--- src/rtl/vend_pkg.sv ---
// Shared vending constants: denominations, hopper bit positions and the
// one-hot state encoding of the change dispenser.
package vend_pkg;

  localparam int NUM_DENOM = 5;

  localparam int HOP_1  = 0;
  localparam int HOP_5  = 1;
  localparam int HOP_10 = 2;
  localparam int HOP_20 = 3;
  localparam int HOP_50 = 4;

  localparam logic [7:0] DENOM_1  = 8'd1;
  localparam logic [7:0] DENOM_5  = 8'd5;
  localparam logic [7:0] DENOM_10 = 8'd10;
  localparam logic [7:0] DENOM_20 = 8'd20;
  localparam logic [7:0] DENOM_50 = 8'd50;

  typedef enum logic [3:0] {
    IDLE     = 4'b0001,
    SELECT   = 4'b0010,
    DISPENSE = 4'b0100,
    WAIT_REL = 4'b1000
  } state_e;

  // Yuan value of the hopper at bit position idx.
  function automatic logic [7:0] denom_value(input int idx);
    case (idx)
      HOP_1:   return DENOM_1;
      HOP_5:   return DENOM_5;
      HOP_10:  return DENOM_10;
      HOP_20:  return DENOM_20;
      HOP_50:  return DENOM_50;
      default: return 8'd0;
    endcase
  endfunction

endpackage

--- src/rtl/change_dispenser_if.sv ---
// Request / hopper bundle of the change dispenser; the controller takes the
// slave view, the vending logic and hopper take the master view.
interface change_dispenser_if;
  import vend_pkg::*;

  logic                 req_valid;
  logic                 req_ready;
  logic [7:0]           req_amount;
  logic [NUM_DENOM-1:0] hop_empty;
  logic                 abort;
  logic [NUM_DENOM-1:0] disp_req;
  logic                 disp_ack;
  logic [7:0]           remaining;
  logic                 busy;
  logic                 done;
  logic                 error;
  logic                 err_timeout;

  modport master (
    output req_valid, req_amount, hop_empty, abort, disp_ack,
    input  req_ready, disp_req, remaining, busy, done, error, err_timeout
  );

  modport slave (
    input  req_valid, req_amount, hop_empty, abort, disp_ack,
    output req_ready, disp_req, remaining, busy, done, error, err_timeout
  );

endinterface

--- src/rtl/change_denom_sel.sv ---
// Greedy picker: largest non-empty denomination not exceeding the amount owed.
module change_denom_sel
  import vend_pkg::*;
(
  input  logic [7:0]           remaining_i,
  input  logic [NUM_DENOM-1:0] hop_empty_i,
  output logic [NUM_DENOM-1:0] pick_o,
  output logic [7:0]           value_o,
  output logic                 none_avail_o
);

  logic [NUM_DENOM-1:0]      usable;
  logic [NUM_DENOM:0][7:0]   value_acc;

  assign value_acc[0] = 8'd0;

  for (genvar gi = 0; gi < NUM_DENOM; gi++) begin : g_pick
    assign usable[gi] = !hop_empty_i[gi] && (denom_value(gi) <= remaining_i);
    // A bit wins only when no larger denomination is usable.
    if (gi == NUM_DENOM - 1) begin : g_top
      assign pick_o[gi] = usable[gi];
    end else begin : g_low
      assign pick_o[gi] = usable[gi] && !(|usable[NUM_DENOM-1:gi+1]);
    end
    assign value_acc[gi+1] = value_acc[gi] | (pick_o[gi] ? denom_value(gi) : 8'd0);
  end

  assign value_o      = value_acc[NUM_DENOM];
  assign none_avail_o = ~|usable;

endmodule

--- src/rtl/change_dispenser.sv ---
// Change dispenser controller: pays an amount out one coin/note at a time.
// Define DISPENSE_TIMEOUT_EN to abandon a payout when the hopper never acks.
module change_dispenser
  import vend_pkg::*;
#(
  parameter logic [15:0] TIMEOUT_CYCLES = 16'd1000
) (
  input  logic               sys_clk,
  input  logic               sys_rst_n,
  change_dispenser_if.slave  bus
);

  state_e               state_q;
  logic [7:0]           remaining_q;
  logic [7:0]           remaining_d;
  logic [7:0]           denom_q;
  logic [NUM_DENOM-1:0] disp_req_q;
  logic                 done_q;
  logic                 error_q;

  logic [NUM_DENOM-1:0] pick;
  logic [7:0]           pick_value;
  logic                 none_avail;

  change_denom_sel u_sel (
    .remaining_i  (remaining_q),
    .hop_empty_i  (bus.hop_empty),
    .pick_o       (pick),
    .value_o      (pick_value),
    .none_avail_o (none_avail)
  );

  // Cannot underflow: denom_q was chosen no larger than remaining_q.
  assign remaining_d = remaining_q - denom_q;

`ifdef DISPENSE_TIMEOUT_EN
  logic [15:0] tmo_cnt_q;
  logic [15:0] tmo_cnt_d;
  logic        err_timeout_q;

  assign tmo_cnt_d = tmo_cnt_q + 16'd1;
`endif

  always_ff @(posedge sys_clk or negedge sys_rst_n) begin
    if (!sys_rst_n) begin
      state_q     <= IDLE;
      remaining_q <= '0;
      denom_q     <= '0;
      disp_req_q  <= '0;
      done_q      <= 1'b0;
      error_q     <= 1'b0;
`ifdef DISPENSE_TIMEOUT_EN
      tmo_cnt_q     <= '0;
      err_timeout_q <= 1'b0;
`endif
    end else begin
      done_q  <= 1'b0;
      error_q <= 1'b0;
`ifdef DISPENSE_TIMEOUT_EN
      err_timeout_q <= 1'b0;
`endif
      // Abort outranks a simultaneous ack, so the owed amount is untouched.
      if (bus.abort && state_q != IDLE) begin
        state_q    <= IDLE;
        disp_req_q <= '0;
      end else begin
        case (state_q)
          IDLE: begin
            if (bus.req_valid) begin
              remaining_q <= bus.req_amount;
              state_q     <= SELECT;
            end
          end
          SELECT: begin
            if (remaining_q == 8'd0) begin
              done_q  <= 1'b1;
              state_q <= IDLE;
            end else if (none_avail) begin
              error_q <= 1'b1;
              state_q <= IDLE;
            end else begin
              disp_req_q <= pick;
              denom_q    <= pick_value;
              state_q    <= DISPENSE;
`ifdef DISPENSE_TIMEOUT_EN
              tmo_cnt_q  <= '0;
`endif
            end
          end
          DISPENSE: begin
            if (bus.disp_ack) begin
              remaining_q <= remaining_d;
              disp_req_q  <= '0;
              state_q     <= WAIT_REL;
`ifdef DISPENSE_TIMEOUT_EN
            end else if (tmo_cnt_d >= TIMEOUT_CYCLES) begin
              disp_req_q    <= '0;
              err_timeout_q <= 1'b1;
              state_q       <= IDLE;
            end else begin
              tmo_cnt_q <= tmo_cnt_d;
`endif
            end
          end
          WAIT_REL: begin
            // Wait for the ack to drop so one ack level is counted once.
            if (!bus.disp_ack) begin
              state_q <= SELECT;
            end
          end
          default: begin
            state_q    <= IDLE;
            disp_req_q <= '0;
          end
        endcase
      end
    end
  end

  assign bus.req_ready = (state_q == IDLE);
  assign bus.busy      = (state_q != IDLE);
  assign bus.disp_req  = disp_req_q;
  assign bus.remaining = remaining_q;
  assign bus.done      = done_q;
  assign bus.error     = error_q;

`ifdef DISPENSE_TIMEOUT_EN
  assign bus.err_timeout = err_timeout_q;
`else
  logic unused_tmo_cfg;
  assign unused_tmo_cfg  = ^TIMEOUT_CYCLES;
  assign bus.err_timeout = 1'b0;
`endif

endmodule

--- src/flat_wrapper.sv ---
// flat-port wrapper written by rule: the top's interface ports become plain ports
module change_dispenser_flat import vend_pkg::*;
#(
  parameter logic [15:0] TIMEOUT_CYCLES = 16'd1000
)
  (sys_clk, sys_rst_n, bus_req_valid, bus_req_amount, bus_hop_empty, bus_abort, bus_disp_ack, bus_req_ready, bus_disp_req, bus_remaining, bus_busy, bus_done, bus_error, bus_err_timeout);
  change_dispenser_if bus_i ();
  input  logic sys_clk;
  input  logic sys_rst_n;
  input wire logic [$bits(bus_i.req_valid)-1:0] bus_req_valid;
  input wire logic [$bits(bus_i.req_amount)-1:0] bus_req_amount;
  input wire logic [$bits(bus_i.hop_empty)-1:0] bus_hop_empty;
  input wire logic [$bits(bus_i.abort)-1:0] bus_abort;
  input wire logic [$bits(bus_i.disp_ack)-1:0] bus_disp_ack;
  output wire logic [$bits(bus_i.req_ready)-1:0] bus_req_ready;
  output wire logic [$bits(bus_i.disp_req)-1:0] bus_disp_req;
  output wire logic [$bits(bus_i.remaining)-1:0] bus_remaining;
  output wire logic [$bits(bus_i.busy)-1:0] bus_busy;
  output wire logic [$bits(bus_i.done)-1:0] bus_done;
  output wire logic [$bits(bus_i.error)-1:0] bus_error;
  output wire logic [$bits(bus_i.err_timeout)-1:0] bus_err_timeout;
  assign bus_i.req_valid = bus_req_valid;
  assign bus_i.req_amount = bus_req_amount;
  assign bus_i.hop_empty = bus_hop_empty;
  assign bus_i.abort = bus_abort;
  assign bus_i.disp_ack = bus_disp_ack;
  assign bus_req_ready = bus_i.req_ready;
  assign bus_disp_req = bus_i.disp_req;
  assign bus_remaining = bus_i.remaining;
  assign bus_busy = bus_i.busy;
  assign bus_done = bus_i.done;
  assign bus_error = bus_i.error;
  assign bus_err_timeout = bus_i.err_timeout;
  change_dispenser #(.TIMEOUT_CYCLES(TIMEOUT_CYCLES)) u_core (.sys_clk(sys_clk), .sys_rst_n(sys_rst_n), .bus(bus_i));
endmodule
--- config.mk ---
export PLATFORM = sky130hd
export DESIGN_NAME = change_dispenser_flat
export DESIGN_NICKNAME = d
export VERILOG_FILES = /design/src/rtl/vend_pkg.sv /design/src/rtl/change_dispenser_if.sv /design/src/rtl/change_denom_sel.sv /design/src/rtl/change_dispenser.sv /design/src/flat_wrapper.sv
export SDC_FILE = /design/constraint.sdc
export NUM_CORES = 1
export LEC_CHECK = 0
export ABC_AREA = 1
export ABC_CLOCK_PERIOD_IN_PS = 1700
export CAP_MARGIN = 5
export CORE_MARGIN = 4
export CORE_UTILIZATION = 45
export CTS_BUF_LIST = sky130_fd_sc_hd__clkbuf_4
export DETAILED_ROUTE_END_ITERATION = 6
export HOLD_SLACK_MARGIN = 0.06
export PLACE_DENSITY_LB_ADDON = 0.1
export SLEW_MARGIN = 40
export SYNTH_ARGS = -nofsm -noshare
export SYNTH_HDL_FRONTEND = slang
export SYNTH_HIERARCHICAL = 1
export SYNTH_SLANG_ARGS = --single-unit
--- constraint.sdc ---
create_clock -name sys_clk -period 1.7 [get_ports sys_clk]
set_input_delay 0.17 -clock sys_clk [delete_from_list [all_inputs] [get_ports sys_clk]]
set_output_delay 0.17 -clock sys_clk [all_outputs]
set_load 0.03 [all_outputs]
Word level (Yosys, flattened, before mapping). Index checks and enable logic that the tools add are counted. Widths: inputs -> output; s select.

Add/sub/neg operators: 1. Multiply operators: 0. Divide/modulo/power cells: 0. $lt $le $gt $ge: 5. Equal/unequal tests: 13. Shift operators: 0. Muxes and demuxes: 27. Bitwise gates (word level): 6. Reductions and logical operators: 30.

Operators with widths (count): $mux 5 (5); $mux 4 (6); $mux 8 (2); $pmux 4 s4 (1); $pmux 8 s2 (1); $ne 3x2->1 const B (5); $pmux 5 s3 (1); $reduce_and 4->1 (3); $logic_and 1x1->1 (10); $logic_not 1->1 (9); $le 1x8->1 const A (1); $le 3x8->1 const A (1); $le 4x8->1 const A (1); $le 5x8->1 const A (1); $le 6x8->1 const A (1); $logic_not 8->1 (1); $mux 1 (8); $sub 8x8->8 (1); $mux 3 (2); $mux 6 (1); $or 5x6->6 (1); $or 4x5->5 (1); $reduce_or 5->1 (1); $eq 4x1->1 const B (1); 14 further kinds (17).

Register bits: 27. Bits in latches: 0. RAM bits: 0. Memory bits (read-only): 0. Input port bits: 18. Output and inout bits: 18. Logic and storage cells: 88. Memories: 0.

Longest topological paths before layout.
Depth after elaboration: 10. Mapped depth: 14.

By module. Netlist, hierarchy kept.

By module, submodules not included: change_dispenser (times used 1, cells an instance 230, area an instance 1747.9 sq um); change_denom_sel (times used 1, cells an instance 57, area an instance 267.8 sq um).

Worst setup path before layout. Ideal clock, no wire load.

Path kind: flip-flop to flip-flop. From: reg u_core.remaining_q[3] (netlist: u_core/bus.remaining[3]). To: reg u_core.denom_q[7]. Setup time: 0.116 ns. Arrival: 1.735 ns. Required time: 1.584 ns. Setup slack: -0.152 ns. Cell stages (with the launch flop): 15. Path buffers: 1. Period minus slack after synthesis: 1.852 ns. Path through: dfrtp_1 > inv_1 > nand2_1 > nand2_1 > nand3_1 > nand2_1 > nand2_2 > inv_2 > nand2_1 > nor2_1 > nor2_1 > nand2_4 > buf_6 > nand2_1 > nand2_1.

Word-level cells in the longest chain between the ends: 4. Elaborated cells on any way between the ends: 14.

RTL lines: start: declaration (line change_dispenser.sv:14) `logic [7:0] remaining_q;`; start signal: assignment (line change_dispenser.sv:70) `remaining_q <= bus.req_amount;`; start signal: assignment (line change_dispenser.sv:92) `remaining_q <= remaining_d;`; $le 1x8->1 (tied with other cells) (line change_denom_sel.sv:18) `assign usable[gi] = !hop_empty_i[gi] && (denom_value(gi) <= remaining_i);`; $logic_and 1x1->1 (line change_denom_sel.sv:18); $reduce_or 5->1 (line change_denom_sel.sv:29) `assign none_avail_o = ~|usable;`; $reduce_and 4->1 (no source line) (*); end signal: assignment (line change_dispenser.sv:83) `denom_q <= pick_value;`; end: declaration (line change_dispenser.sv:16) `logic [7:0] denom_q;`.

Mark *: on every way between the ends. The rest lies on a longest branch, timed or not. A chain may end at the register's enable or synchronous reset.

Worst setup path in the final report.
From: reg u_core.remaining_q[0] (netlist: u_core/bus.remaining[0]). To: reg u_core.remaining_q[6] (netlist: u_core/bus.remaining[6]).

Word-level cells in the longest chain between the ends: 3.

RTL lines: $sub 8x8->8 (line change_dispenser.sv:34) `assign remaining_d = remaining_q - denom_q;`; $mux 8 (line change_dispenser.sv:91) `if (bus.disp_ack) begin`; $pmux 8 s2 (line change_dispenser.sv:67) `case (state_q)`.

Every way passes these cells. The select of a mux whose other input is x is not followed.

==> flow_metrics.env <==
export IMPL_status="complete, no violations"
export IMPL_synth_edf_count=0
export IMPL_core_rowCount=24
export IMPL_start_util=0.4629
export IMPL_hold_viol_final=0
export IMPL_gr_total_overflow=0
export IMPL_cts_sinks=27
export IMPL_gp_congestion=0.8131
export IMPL_cp_slowest_cell="dfrtp_2"
export IMPL_die_h_um=74.93
export IMPL_ys_warn_count=6
export IMPL_cp_end_kind="flip-flop"
export IMPL_synth_async_reset_ratio=1.000
export IMPL_fin_ws_ps=13.05
export IMPL_synth_top_area_cell="dfrtp_1"
export IMPL_drc=0
export IMPL_worst_path_largest_cell_delay_ps=460
export IMPL_worstPathArrival_ps=1930
export IMPL_dr_pass1_iters=4
export IMPL_synth_fa_ha_area_frac=0.05338
export IMPL_path_delay_family="simple AND/OR/NAND/NOR gates"
export IMPL_ys_ff_latch=27
export IMPL_fin_crit_sh=0.9923
export IMPL_irDropWorstVdd_mv=0.8424
export IMPL_synthSimpleGateAreaFrac=0.4128
export IMPL_clk_path_buf_depth=2
export IMPL_cpMostUsedCell="nand2_1"
export IMPL_io_buffers=34
export IMPL_antenna_found_initial=0
export IMPL_post_drt_wl_per_cell_um=11.73
export IMPL_vias=1867
export IMPL_place_ws_ps=-44.96
export IMPL_max_freq_mhz=592.8
export IMPL_hold_path_class="in -> async"
export IMPL_rsz0062_at_grt="yes"
export IMPL_syn_avg_cell_area_sq_um=7.023
export IMPL_cts_hold_buf=0
export IMPL_h_tree_depth=1
export IMPL_cts_buffers=3
export IMPL_yosys_most_used_dff="dfrtp_1"
export IMPL_syn_area_sq_um=2016
export IMPL_cts_clk_slew_worst_paths_ps=140
export IMPL_start_kind="flip-flop"
export IMPL_hold_slack_ps=192.7
export IMPL_crit_fanout=4
export IMPL_p_per_area_nw_per_um2=1751
export IMPL_yosysTopAreaCellShare=0.3228
export IMPL_drive_gt1_frac=0.3012
export IMPL_drv_cap=0
export IMPL_cp_data_required_time_ps=1940
export IMPL_power_leakage_nw=1.419
export IMPL_cts_tree="built"
export IMPL_die_area_sq_um=5614
export IMPL_n_fill_cell=391
export IMPL_synthToLayoutAreaGrowth_pct=33.58
export IMPL_synth_common_cells="nand2_1 (78), inv_1 (41), nor2_1 (40), dfrtp_1 (26), nand3_1 (18)"
export IMPL_synth_xor_area_frac=0.008690
export IMPL_ys_types=33
export IMPL_synth_cells=287
export IMPL_yosysSeqAreaShare=0.3358
export IMPL_core_area_sq_um=4354
export IMPL_wl_um=4623
export IMPL_nets=369
export IMPL_grt_pass1_vias=1639
export IMPL_synth_area_top_cells="dfrtp_1 (32%), nand2_1 (15%), inv_1 (7.6%), nor2_1 (7.4%), nand3_1 (4.5%)"
export IMPL_grt_use_total=0.1651
export IMPL_grt_pass1_wl_um=7231
export IMPL_clock_latency_ps=330
export IMPL_ff2ff_path_depth=12
export IMPL_die_x_um=74.93
export IMPL_post_dp_hpwl_um=3512
export IMPL_synth_compound_area_share=0.07076
export IMPL_worst_path_stages=12
export IMPL_antenna_cells=0
export IMPL_clockRootBuffer="clkbuf_4"
export IMPL_regArea_sq_um=685.7
export IMPL_ant_nets=0
export IMPL_viasPerCell=4.739
export IMPL_fin_setup_tns_ps=0
export IMPL_clock_skew_ps=6.558
export IMPL_synth_most_common_cell="nand2_1"
export IMPL_drv_slew=0
export IMPL_multi_input_area_sq_um=1249
export IMPL_cp_buffers_inverters=2
export IMPL_worstPathCellList="inv_2, ha_4, inv_2, fa_2, nand2_1, nand2_1, nand3b_1, nand2_1, nand2_1, nand3_1, nand2_1, nand2_1"
export IMPL_setup_violations_final=0
export IMPL_ios=36
export IMPL_drtIter0Drc=57
export IMPL_synth_top_family_by_area="simple AND/OR/NAND/NOR gates"
export IMPL_path_class="reg -> reg"
export IMPL_grt_max_degree=28
export IMPL_fin_crit_ps=1687
export IMPL_muxShareOfSynthArea=0
kinds of logic (layout without fill, tap and decap cells):
family / count (synthesis) / in the layout
AND/OR/NAND/NOR: 172 / 173
other: 2 / 3
buffers and inverters: 52 / 105
AO/OA/AOI/OAI: 24 / 24
XOR/XNOR: 2 / 2
flip-flops: 27 / 27
adder cells (fa/ha/maj): 8 / 8
metrics by stage:
step	std cells	instance area [sq um]	utilization	total power, mW
floorplan	288	2031	-	3.262
global placement	383	2496	0.5733	4.164
detailed placement	383	2496	0.5733	4.215
CTS	389	2537	0.5828	4.506
global route	394	2693	0.6184	5.185
finish	394	2693	0.6184	4.714
metal layers:
layer	track usage	vias to the layer above	routed length, um
met5	0	-	0
met4	0.01779	0	13
met3	0.03338	2	217
met2	0.2718	31	2197
met1	0.2322	849	2194
li1	-	985	-
flip-flops by register name, summed over array words and instances (netlist names):
signal,flops
u_core/bus.remaining,8
u_core/denom_q,8
u_core/bus.disp_req,5
u_core/state_q,4
u_core/bus.done,1
u_core/bus.error,1
area by class of cell:
cell class / instances / share of cell area
Sequential cell: 27 / 0.2546
Tap cell: 52 / 0.02416
Inverter: 45 / 0.06366
Timing Repair Buffer: 56 / 0.1826
Multi-Input combinational cell: 210 / 0.4638
Clock buffer: 4 / 0.01115
path summary, 6_finish.rpt:
check,endpoint,start,slack [ps]
max in group asynchronous,u_core/state_q[0]$_DFFE_PN1P_,sys_rst_n,1200
hold reg to reg,u_core/bus.disp_req[1]$_DFFE_PN0P_,u_core/bus.disp_req[1]$_DFFE_PN0P_,510
setup / recovery,u_core/bus.remaining[6]$_DFFE_PN0P_,u_core/bus.remaining[0]$_DFFE_PN0P_,10
hold / removal,u_core/bus.disp_req[0]$_DFFE_PN0P_,sys_rst_n,190
min in group sys_clk,u_core/bus.remaining[2]$_DFFE_PN0P_,bus_req_amount[2],480
setup reg to reg,u_core/bus.remaining[6]$_DFFE_PN0P_,u_core/bus.remaining[0]$_DFFE_PN0P_,10
cells in the final DEF, fill, tap and decap left out, types with 9 or more instances in the layout:
cell             synthesis  layout
nand2_2                  9      16
buf_4                    5      22
clkdlybuf4s50_1          0      26
nor2_1                  40      30
dfrtp_1                 26      19
o21ai_0                 10      10
nor2_2                   8      13
nand2_1                 78      70
nand3_1                 18      18
nor2_4                   4       9
inv_1                   41      37
worst reg2reg max path, delay by kind of cell (launching register included):
family / cells / cell delay [ps]
flops: 1 / 460
fa+ha+maj: 2 / 470
buf+inv: 2 / 130
simple gates: 8 / 540
power by group:
part           internal (mW)  switching, mW
Sequential             0.886          0.219
Combinational           1.35           1.96
Clock                  0.108          0.191
repair_timing:
action / in CTS / in global routing
endpoints found under the setup margin: 12 / 23
gates cloned: 1 / 0
buffers inserted: 1 / 5
pin swaps: 2 / 11
gates resized for setup: 11 / 39
(Power assumes the default switching activity.)
